===== config.mk =====
export PLATFORM = sky130hd
export DESIGN_NAME = measure_scheduler_flat
export DESIGN_NICKNAME = d
export VERILOG_FILES = /design/src/rtl/measure_scheduler_pkg.sv /design/src/rtl/measure_scheduler_if.sv /design/src/rtl/measure_seq_mult.sv /design/src/rtl/measure_scheduler.sv /design/src/flat_wrapper.sv
export SDC_FILE = /design/constraint.sdc
export NUM_CORES = 1
export LEC_CHECK = 0
export CAP_MARGIN = 25
export CORE_ASPECT_RATIO = 0.8
export CORE_UTILIZATION = 56
export DETAILED_ROUTE_END_ITERATION = 10
export GPL_TIMING_DRIVEN = 0
export PLACE_DENSITY = 0.8
export SETUP_SLACK_MARGIN = 0.02
export SLEW_MARGIN = 0
export SYNTH_ARGS = -nofsm -noshare
export SYNTH_HDL_FRONTEND = slang
export SYNTH_SLANG_ARGS = --single-unit
export TNS_END_PERCENT = 100

===== constraint.sdc =====
create_clock -name clk -period 3.19 [get_ports clk]
set_input_delay 0.957 -clock clk [delete_from_list [all_inputs] [get_ports clk]]
set_output_delay 0.957 -clock clk [all_outputs]
set_load 0.005 [all_outputs]

===== src/rtl/measure_scheduler_pkg.sv =====
// Shared types and constants for the cursor-measurement scheduler and its multiplier.
package measure_pkg;

    localparam int CW_DEFAULT       = 11;
    localparam int RW_DEFAULT       = 14;
    localparam int OPW              = 7;   // operand width: sample_adjust+1 reaches 64
    localparam int MUL_ITER_DEFAULT = 7;
    localparam int RESULT_MAX       = 16383;

    typedef enum logic [1:0] {
        IDLE   = 2'd0,
        LOAD   = 2'd1,
        MUL    = 2'd2,
        FINISH = 2'd3
    } state_t;

    typedef enum logic [1:0] {
        MEAS_NONE = 2'd0,
        MEAS_DX   = 2'd1,
        MEAS_DY   = 2'd2,
        MEAS_RSVD = 2'd3
    } meas_t;

endpackage


===== src/rtl/measure_scheduler_if.sv =====
// Request/settings bundle in, grant/result bundle out; one-cycle strobes, no backpressure on results.
interface measure_scheduler_if
    import measure_pkg::*;
#(
    parameter int CW = CW_DEFAULT,
    parameter int RW = RW_DEFAULT
);
    logic [1:0]    req;
    logic [1:0]    meas_type0;
    logic [1:0]    meas_type1;
    logic [CW-1:0] cursor_x1;
    logic [CW-1:0] cursor_x2;
    logic [CW-1:0] cursor_y1;
    logic [CW-1:0] cursor_y2;
    logic [3:0]    shift_down1;
    logic [3:0]    shift_down2;
    logic [5:0]    sample_adjust1;
    logic [5:0]    sample_adjust2;
    logic [1:0]    req_ack;
    logic          busy;
    logic [RW-1:0] result;
    logic          result_valid;
    logic          result_wave;
    logic          result_sat;

    modport master (
        output req, meas_type0, meas_type1,
        output cursor_x1, cursor_x2, cursor_y1, cursor_y2,
        output shift_down1, shift_down2, sample_adjust1, sample_adjust2,
        input  req_ack, busy, result, result_valid, result_wave, result_sat
    );

    modport slave (
        input  req, meas_type0, meas_type1,
        input  cursor_x1, cursor_x2, cursor_y1, cursor_y2,
        input  shift_down1, shift_down2, sample_adjust1, sample_adjust2,
        output req_ack, busy, result, result_valid, result_wave, result_sat
    );

endinterface


===== src/rtl/measure_seq_mult.sv =====
// Shift-add multiplier, multiplier LSB first; product final ITER edges after start.
// done marks the cycle of the last iteration; start reloads at any time (no backpressure).
module measure_seq_mult
    import measure_pkg::*;
#(
    parameter int AW   = CW_DEFAULT,
    parameter int BW   = OPW,
    parameter int ITER = MUL_ITER_DEFAULT
) (
    input  logic             clk,
    input  logic             reset,
    input  logic             start,
    input  logic [AW-1:0]    mcand,
    input  logic [BW-1:0]    mplier,
    output logic [AW+BW-1:0] product,
    output logic             done
);

    localparam int PW   = AW + BW;
    localparam int CNTW = $clog2(ITER + 1);

    logic [PW-1:0]   mc_q;
    logic [BW-1:0]   mp_q;
    logic [CNTW-1:0] cnt_q;

    always_ff @(posedge clk) begin
        if (reset) begin
            product <= '0;
            mc_q    <= '0;
            mp_q    <= '0;
            cnt_q   <= '0;
        end else if (start) begin
            product <= '0;
            mc_q    <= PW'(mcand);
            mp_q    <= mplier;
            cnt_q   <= CNTW'(ITER);
        end else if (cnt_q != '0) begin
            if (mp_q[0]) begin
                product <= product + mc_q;
            end
            mc_q  <= mc_q << 1;
            mp_q  <= mp_q >> 1;
            cnt_q <= cnt_q - CNTW'(1);
        end
    end

    assign done = (cnt_q == CNTW'(1));

endmodule


===== src/rtl/measure_scheduler.sv =====
// Round-robin scheduler sharing one multiplier between two waves; result_valid 9 edges after grant.
// Requests are ignored while busy and held levels are served later; results are strobed, not backpressured.
module measure_scheduler
    import measure_pkg::*;
#(
    parameter int CW       = CW_DEFAULT,
    parameter int RW       = RW_DEFAULT,
    parameter int MUL_ITER = MUL_ITER_DEFAULT
) (
    input  logic               clk,
    input  logic               reset,
    measure_scheduler_if.slave bus
);

    localparam int PW = CW + OPW;
    localparam logic [PW:0] SAT_LIMIT = {{(PW + 1 - RW){1'b0}}, {RW{1'b1}}};

    typedef struct packed {
        meas_t         mtype;
        logic          wave;
        logic [CW-1:0] x1;
        logic [CW-1:0] x2;
        logic [CW-1:0] y1;
        logic [CW-1:0] y2;
        logic [3:0]    shift;
        logic [5:0]    sadj;
    } job_t;

    state_t         state_q, state_d;
    job_t           job_q;
    logic           last_wave_q;
    logic           grant, grant_wave;
    logic           mul_start, mul_done, finish;
    logic           is_dy;
    logic [CW:0]    diff;
    logic [CW-1:0]  delta;
    logic [OPW-1:0] operand;
    logic [PW-1:0]  product;
    logic [PW:0]    scaled;
    logic           sat;

    // Both requesting: the wave not granted last wins.
    always_comb begin
        grant_wave = 1'b0;
        case (bus.req)
            2'b10:   grant_wave = 1'b1;
            2'b11:   grant_wave = ~last_wave_q;
            default: grant_wave = 1'b0;
        endcase
    end

    always_comb begin
        state_d   = state_q;
        grant     = 1'b0;
        mul_start = 1'b0;
        finish    = 1'b0;
        unique case (state_q)
            IDLE: begin
                if (bus.req != 2'b00) begin
                    grant   = 1'b1;
                    state_d = LOAD;
                end
            end
            LOAD: begin
                if (job_q.mtype == MEAS_DX || job_q.mtype == MEAS_DY) begin
                    mul_start = 1'b1;
                    state_d   = MUL;
                end else begin
                    state_d = IDLE;
                end
            end
            MUL: begin
                if (mul_done) begin
                    state_d = FINISH;
                end
            end
            FINISH: begin
                finish  = 1'b1;
                state_d = IDLE;
            end
            default: state_d = IDLE;
        endcase
    end

    always_ff @(posedge clk) begin
        if (reset) begin
            state_q <= IDLE;
        end else begin
            state_q <= state_d;
        end
    end

    always_comb begin
        is_dy   = (job_q.mtype == MEAS_DY);
        diff    = is_dy ? ({1'b0, job_q.y1} - {1'b0, job_q.y2})
                        : ({1'b0, job_q.x1} - {1'b0, job_q.x2});
        delta   = diff[CW] ? CW'(-diff) : diff[CW-1:0];
        operand = is_dy ? ({{(OPW - 4){1'b0}}, job_q.shift} + OPW'(1))
                        : ({{(OPW - 6){1'b0}}, job_q.sadj} + OPW'(1));
        // Delta-y reports peak-to-peak, hence the doubling.
        scaled  = is_dy ? {product, 1'b0} : {1'b0, product};
        sat     = (scaled > SAT_LIMIT);
    end

    measure_seq_mult #(
        .AW   (CW),
        .BW   (OPW),
        .ITER (MUL_ITER)
    ) u_mult (
        .clk     (clk),
        .reset   (reset),
        .start   (mul_start),
        .mcand   (delta),
        .mplier  (operand),
        .product (product),
        .done    (mul_done)
    );

    always_ff @(posedge clk) begin
        if (reset) begin
            job_q            <= '0;
            last_wave_q      <= 1'b1;
            bus.req_ack      <= 2'b00;
            bus.result       <= '0;
            bus.result_valid <= 1'b0;
            bus.result_wave  <= 1'b0;
            bus.result_sat   <= 1'b0;
        end else begin
            bus.req_ack      <= 2'b00;
            bus.result_valid <= 1'b0;
            if (grant) begin
                bus.req_ack <= grant_wave ? 2'b10 : 2'b01;
                last_wave_q <= grant_wave;
                job_q <= '{
                    mtype: meas_t'(grant_wave ? bus.meas_type1 : bus.meas_type0),
                    wave:  grant_wave,
                    x1:    bus.cursor_x1,
                    x2:    bus.cursor_x2,
                    y1:    bus.cursor_y1,
                    y2:    bus.cursor_y2,
                    shift: grant_wave ? bus.shift_down2 : bus.shift_down1,
                    sadj:  grant_wave ? bus.sample_adjust2 : bus.sample_adjust1
                };
            end
            if (finish) begin
                bus.result       <= sat ? {RW{1'b1}} : scaled[RW-1:0];
                bus.result_sat   <= sat;
                bus.result_wave  <= job_q.wave;
                bus.result_valid <= 1'b1;
            end
        end
    end

    assign bus.busy = (state_q != IDLE);

endmodule


===== src/flat_wrapper.sv =====
// flat-port wrapper written by rule: the top's interface ports become plain ports
module measure_scheduler_flat import measure_pkg::*;
#(
    parameter int CW       = CW_DEFAULT,
    parameter int RW       = RW_DEFAULT,
    parameter int MUL_ITER = MUL_ITER_DEFAULT
)
  (clk, reset, bus_req, bus_meas_type0, bus_meas_type1, bus_cursor_x1, bus_cursor_x2, bus_cursor_y1, bus_cursor_y2, bus_shift_down1, bus_shift_down2, bus_sample_adjust1, bus_sample_adjust2, bus_req_ack, bus_busy, bus_result, bus_result_valid, bus_result_wave, bus_result_sat);
  measure_scheduler_if #(.CW(CW), .RW(RW)) bus_i ();
  input  logic clk;
  input  logic reset;
  input wire logic [$bits(bus_i.req)-1:0] bus_req;
  input wire logic [$bits(bus_i.meas_type0)-1:0] bus_meas_type0;
  input wire logic [$bits(bus_i.meas_type1)-1:0] bus_meas_type1;
  input wire logic [$bits(bus_i.cursor_x1)-1:0] bus_cursor_x1;
  input wire logic [$bits(bus_i.cursor_x2)-1:0] bus_cursor_x2;
  input wire logic [$bits(bus_i.cursor_y1)-1:0] bus_cursor_y1;
  input wire logic [$bits(bus_i.cursor_y2)-1:0] bus_cursor_y2;
  input wire logic [$bits(bus_i.shift_down1)-1:0] bus_shift_down1;
  input wire logic [$bits(bus_i.shift_down2)-1:0] bus_shift_down2;
  input wire logic [$bits(bus_i.sample_adjust1)-1:0] bus_sample_adjust1;
  input wire logic [$bits(bus_i.sample_adjust2)-1:0] bus_sample_adjust2;
  output wire logic [$bits(bus_i.req_ack)-1:0] bus_req_ack;
  output wire logic [$bits(bus_i.busy)-1:0] bus_busy;
  output wire logic [$bits(bus_i.result)-1:0] bus_result;
  output wire logic [$bits(bus_i.result_valid)-1:0] bus_result_valid;
  output wire logic [$bits(bus_i.result_wave)-1:0] bus_result_wave;
  output wire logic [$bits(bus_i.result_sat)-1:0] bus_result_sat;
  assign bus_i.req = bus_req;
  assign bus_i.meas_type0 = bus_meas_type0;
  assign bus_i.meas_type1 = bus_meas_type1;
  assign bus_i.cursor_x1 = bus_cursor_x1;
  assign bus_i.cursor_x2 = bus_cursor_x2;
  assign bus_i.cursor_y1 = bus_cursor_y1;
  assign bus_i.cursor_y2 = bus_cursor_y2;
  assign bus_i.shift_down1 = bus_shift_down1;
  assign bus_i.shift_down2 = bus_shift_down2;
  assign bus_i.sample_adjust1 = bus_sample_adjust1;
  assign bus_i.sample_adjust2 = bus_sample_adjust2;
  assign bus_req_ack = bus_i.req_ack;
  assign bus_busy = bus_i.busy;
  assign bus_result = bus_i.result;
  assign bus_result_valid = bus_i.result_valid;
  assign bus_result_wave = bus_i.result_wave;
  assign bus_result_sat = bus_i.result_sat;
  measure_scheduler #(.CW(CW), .RW(RW), .MUL_ITER(MUL_ITER)) u_core (.clk(clk), .reset(reset), .bus(bus_i));
endmodule

Word-level counts from Yosys, hierarchy flattened --
Index checks and enable logic that the tools add are counted.
Cells by class: add/sub/neg operators 7, $lt $le $gt $ge 1, equality and inequality tests 10, multiplexer cells 26, bitwise logic cells 2, reduce and logical (&&, ||, !) cells 10
Operators with widths (count):
- 2-to-1 mux 11 bit | 3
- subtractor 11 x 11 -> 12 bit | 2
- 2-to-1 mux 7 bit | 3
- greater-than comparator 19 x 14 -> 1 bit, second input constant | 1
- 2-to-1 mux 19 bit | 1
- adder 18 bit | 1
- 2-to-1 mux 14 bit | 1
- 2-to-1 mux 12 bit | 1
- negator 11 bit | 1
- == test 2 bit, second input constant | 5
- 2-to-1 mux 2 bit | 5
- one-hot mux 2 bit (4 select lines) | 1
- adder 6 x 1 -> 7 bit, second input constant | 1
- 2-to-1 mux 1 bit | 6
- 2-to-1 mux 3 bit | 2
- 2-to-1 mux 6 bit | 1
- nonzero test 2 bit | 3
- adder 4 x 1 -> 5 bit, second input constant | 1
- == test 2 x 1 -> 1 bit, second input constant | 2
- 2-to-1 mux 4 bit | 1
- inequality test 2 x 1 -> 1 bit, second input constant | 2
- AND reduction 2 bit | 2
- OR reduction 2 bit | 2
- == test 3 x 1 -> 1 bit, second input constant | 1
- 6 further kinds | 7
Storage, ports and cells: register bits after elaboration 125, output and inout bits 20, logic and storage cells 76

Longest topological paths before layout --
word-level depth 5, depth in mapped cells 12, mapped depth without buffers 12

By module --
Synthesis repeated with hierarchy kept, for this count alone.
Unflattened totals: cell total of the unflattened synthesis 944, area, all modules 7314.5 um^2
By module, submodules not included:
- measure_scheduler | times used 1, cells an instance 570, area an instance 4556.9 um^2
- measure_seq_mult | times used 1, cells an instance 374, area an instance 2757.6 um^2

Worst setup path after synthesis --
Ideal clock, no wire load.
kind reg2reg, from register u_core.job_q[33] (netlist bit), to register u_core.u_mult.mc_q[5], setup time 0.095 ns, data arrival time 2.501 ns, required time 3.095 ns, path slack 0.594 ns, stages on the path, launching flop included 12, period minus slack after synthesis 2.596 ns, cell sequence dfxtp_1 -> inv_1 -> ha_1 -> nor2b_1 -> o2111ai_1 -> nand4_1 -> a221o_1 -> a2111oi_4 -> nor3_4 -> a31oi_1 -> xor2_1 -> a221oi_1
On the way: word-level cells in the longest chain between the ends 5
Ends and longest elaborated chain:
- start, declared | line measure_scheduler.sv:30 | job_t job_q;
- start signal, assigned | line measure_scheduler.sv:134 | job_q <= '{
- subtractor 11 x 11 -> 12 bit * | line measure_scheduler.sv:96 | : ({1'b0, job_q.x1} - {1'b0, job_q.x2});
- 2-to-1 mux 12 bit * | line measure_scheduler.sv:95 | diff = is_dy ? ({1'b0, job_q.y1} - {1'b0, job_q.y2})
- negator 11 bit | line measure_scheduler.sv:97 | delta = diff[CW] ? CW'(-diff) : diff[CW-1:0];
- 2-to-1 mux 11 bit * | line measure_scheduler.sv:97
- 2-to-1 mux 11 bit * | line measure_seq_mult.sv:32 | end else if (start) begin
- end signal, assigned | line measure_seq_mult.sv:34 | mc_q <= PW'(mcand);
- end signal, assigned | line measure_seq_mult.sv:41 | mc_q <= mc_q << 1;
- end, declared | line measure_seq_mult.sv:22 | logic [PW-1:0] mc_q;
Every way passes the cells marked *; elsewhere a longest branch is shown, timed or not. A chain may end at the register's enable or synchronous reset.

Worst setup path in the final report --
from register u_core.job_q[12] (netlist bit), to register u_core.u_mult.mc_q[1]
On the way: word-level cells in the longest chain between the ends 4
Ends and longest elaborated chain (line):
- subtractor 11 x 11 -> 12 bit | measure_scheduler.sv:95
- 2-to-1 mux 12 bit | measure_scheduler.sv:95
- 2-to-1 mux 11 bit | measure_scheduler.sv:97
- 2-to-1 mux 11 bit | measure_seq_mult.sv:32
No other way between the ends.

==> flow_summary.toml <==
[status]
outcome = "complete, no violations"

[sta]
tightest_slew_ns = 0.924
period_minus_slack_ns = 2.95
rsz0062_at_grt = "no"
worst_slack_ns = 0.238
max_freq_mhz = 339
fin_worst_skew_ns = 0.0109
setup_violations = 0
finalSetupTns_ns = 0
hold_viol = 0
fin_crit_sh = 0.925
whs_ns = 0.450
slew_violations = 0
relSlewSlack = 0.380

[setup_path]
end_kind = "flop"
start_kind = "flop"
path_class = "reg -> reg"
worstPathArrival_ns = 3.27
cp.required_ns = 3.51
crit_fanout = 10

[floorplanning]
row_count = 36
die_w_um = 127
io_pins = 92
die_h_um = 102
start_util = 0.574
core_area_sq_um = 12200
die_area_sq_um = 12900

[place]
numPortBuffers = 90
gp_congestion = 0.880
hpwl_um = 12700
postPlaceCellArea_sq_um = 8070
dp_slack_ns = 0.227

[clocking]
tritoncts = "done"
htree_num_levels = 4
ctsResizeCount = 0
holdBufCountCts = 0
clock_path_buffers = 2
clock-sinks = 125
cts-root-buf = "clkbuf_16"
clk_latency_ns = 0.43
cts_buffers = 17
cts_setup_buffers = 0
cts.clk_slew.worst_paths_ns = 0.06

[logic_synthesis]
seq_area_frac_synth = 0.358
synth_edf_count = 0
synthCells = 874
ys_async_sr_fraction = 0
synth_nets = 995
yosysWarnings = 0
ys_ff_latch = 125
syn_area_per_cell_sq_um = 7.99
synth_ff_type = "dfxtp_1"
syn_area_sq_um = 6980
ys_types = 66

[final_layout]
layout_commonest_cell = "nand2_1"
area_growth_pct = 25.2
insertedDiodeCount = 0
nets = 1104
mostFrequentLayoutCells = "nand2_1 (186), dfxtp_1 (125), a21oi_1 (103), clkdlybuf4s50_1 (90), nor2_1 (68)"
drive_above_1_share = 0.0643
fillers = 992
final_cell_area_sq_um = 8740

[route]
wl_per_cell_um = 15.3
drc_errors = 0
num_vias = 6507
wl_um = 17500
drt-initial-drc-count = 635
drt_pass1_iterations = 5
ant_nets = 0
via_per_inst = 5.67

[global_route]
antenna_found_initial = 0
grt_pass1_vias = 5900
gr-total-overflow = 0
grt_start_max_net_pins = 17
gr-usage-all-layers = 0.280
grt_pass1_wl_um = 28200

[power]
ir_drop_uv = 453
powerDensity_nw_per_um2 = 643
p_leak_nw = 3.36

[hold_path]
hp-class = "reg -> reg"

[job]
maxCapViolCount = 0
[where the power goes]
group	internal (mW)	switching [mW]
registers	1.69	0.101
clock network	1.43	0.742
logic	0.663	0.989
total	3.79	1.83
[layer usage]
layer,track usage,wire [um]
met3,0.0524,1080
met4,0.111,302
met1,0.392,8750
met2,0.428,7390
met5,0,0
[per-stage QoR]
step	util	power, mW	instances
4_1_cts	0.718	5.61	1148
2_1_floorplan	-	2.98	874
3_3_place_gp	0.664	3.40	1116
6_report	0.718	5.62	1148
3_5_place_dp	0.664	3.43	1116
5_1_grt	0.718	5.88	1148
[sequential cells by signal, summed over array words and instances (netlist names), named ones only]
signal,flops
u_core.u_mult.cnt_q,3
u_core.bus.result_wave,1
u_core.bus.result_valid,1
u_core.bus.req_ack,2
u_core.u_mult.mc_q,18
u_core.job_q,57
u_core.bus.result,14
u_core.last_wave_q,1
u_core.u_mult.product,18
u_core.bus.result_sat,1
u_core.u_mult.mp_q,7
u_core.state_q,1
[path summary, 6_finish.rpt]
| kind | start | endpoint | slack, ns | cells after the start |
|---|---|---|---|---|
| setup / recovery | u_core.job_q[12] | u_core.u_mult.mc_q[1] | 0.24 | 11 |
| hold / removal | u_core.job_q[56] | u_core.job_q[56] | 0.45 | 2 |
| setup reg to reg | u_core.job_q[12] | u_core.u_mult.mc_q[1] | 0.24 | 11 |
| hold reg to reg | u_core.job_q[56] | u_core.job_q[56] | 0.45 | 2 |
[kinds of logic (layout without fill, tap and decap cells)]
group	after synthesis	in the layout	share of synthesized area
buffers and inverters	88	210	0.0525
adder cells (fa/ha/maj)	49	49	0.0911
flip-flops	125	125	0.358
XOR/XNOR	41	41	0.0514
multiplexers	22	22	0.0319
AND/OR/NAND/NOR	327	327	0.204
AO/OA/AOI/OAI	222	222	0.211
[area by class of cell]
type	count	area, sq um	share of cell area
Buffer	48	216	0.0248
Clock buffer	19	453	0.0518
Clock inverter	13	213	0.0243
Inverter	40	150	0.0172
Multi-Input combinational cell	661	4110	0.471
Sequential cell	125	2500	0.286
Tap cell	152	190	0.0218
Timing Repair Buffer	90	901	0.103
[cells in the mapped netlist (5+ instances only)]
library cell	instances	area, sq um
nand2_1	186	698
or3_1	5	31.3
xnor2_1	21	184
buf_2	7	35.0
nor3_1	13	65.1
a211oi_1	23	173
a222oi_1	6	60.1
nor2b_1	9	56.3
a22oi_1	6	45.0
nand2b_1	9	56.3
a21oi_1	103	515
o21ai_0	16	80.1
ha_1	46	576
a221oi_1	8	70.1
inv_1	40	150
nand3_1	10	50.1
clkbuf_1	35	131
mux2i_1	20	200
dfxtp_1	125	2500
xor2_1	20	175
nor2_1	68	255
a31oi_1	9	56.3
a311oi_1	5	43.8
a21o_1	8	60.1
[worst max-delay path: stages, from the launching register on]
cell and delay [ns]:
dfxtp_1 0.33, inv_1 0.06, ha_1 0.33, or2_2 0.14
o311a_2 0.24, o21ai_0 0.11, a211oi_2 0.30, a31oi_1 0.19
nor3_4 0.48, mux2i_1 0.28, nor2_1 0.08, a311oi_1 0.31
Power figures use the tool's default switching activity.
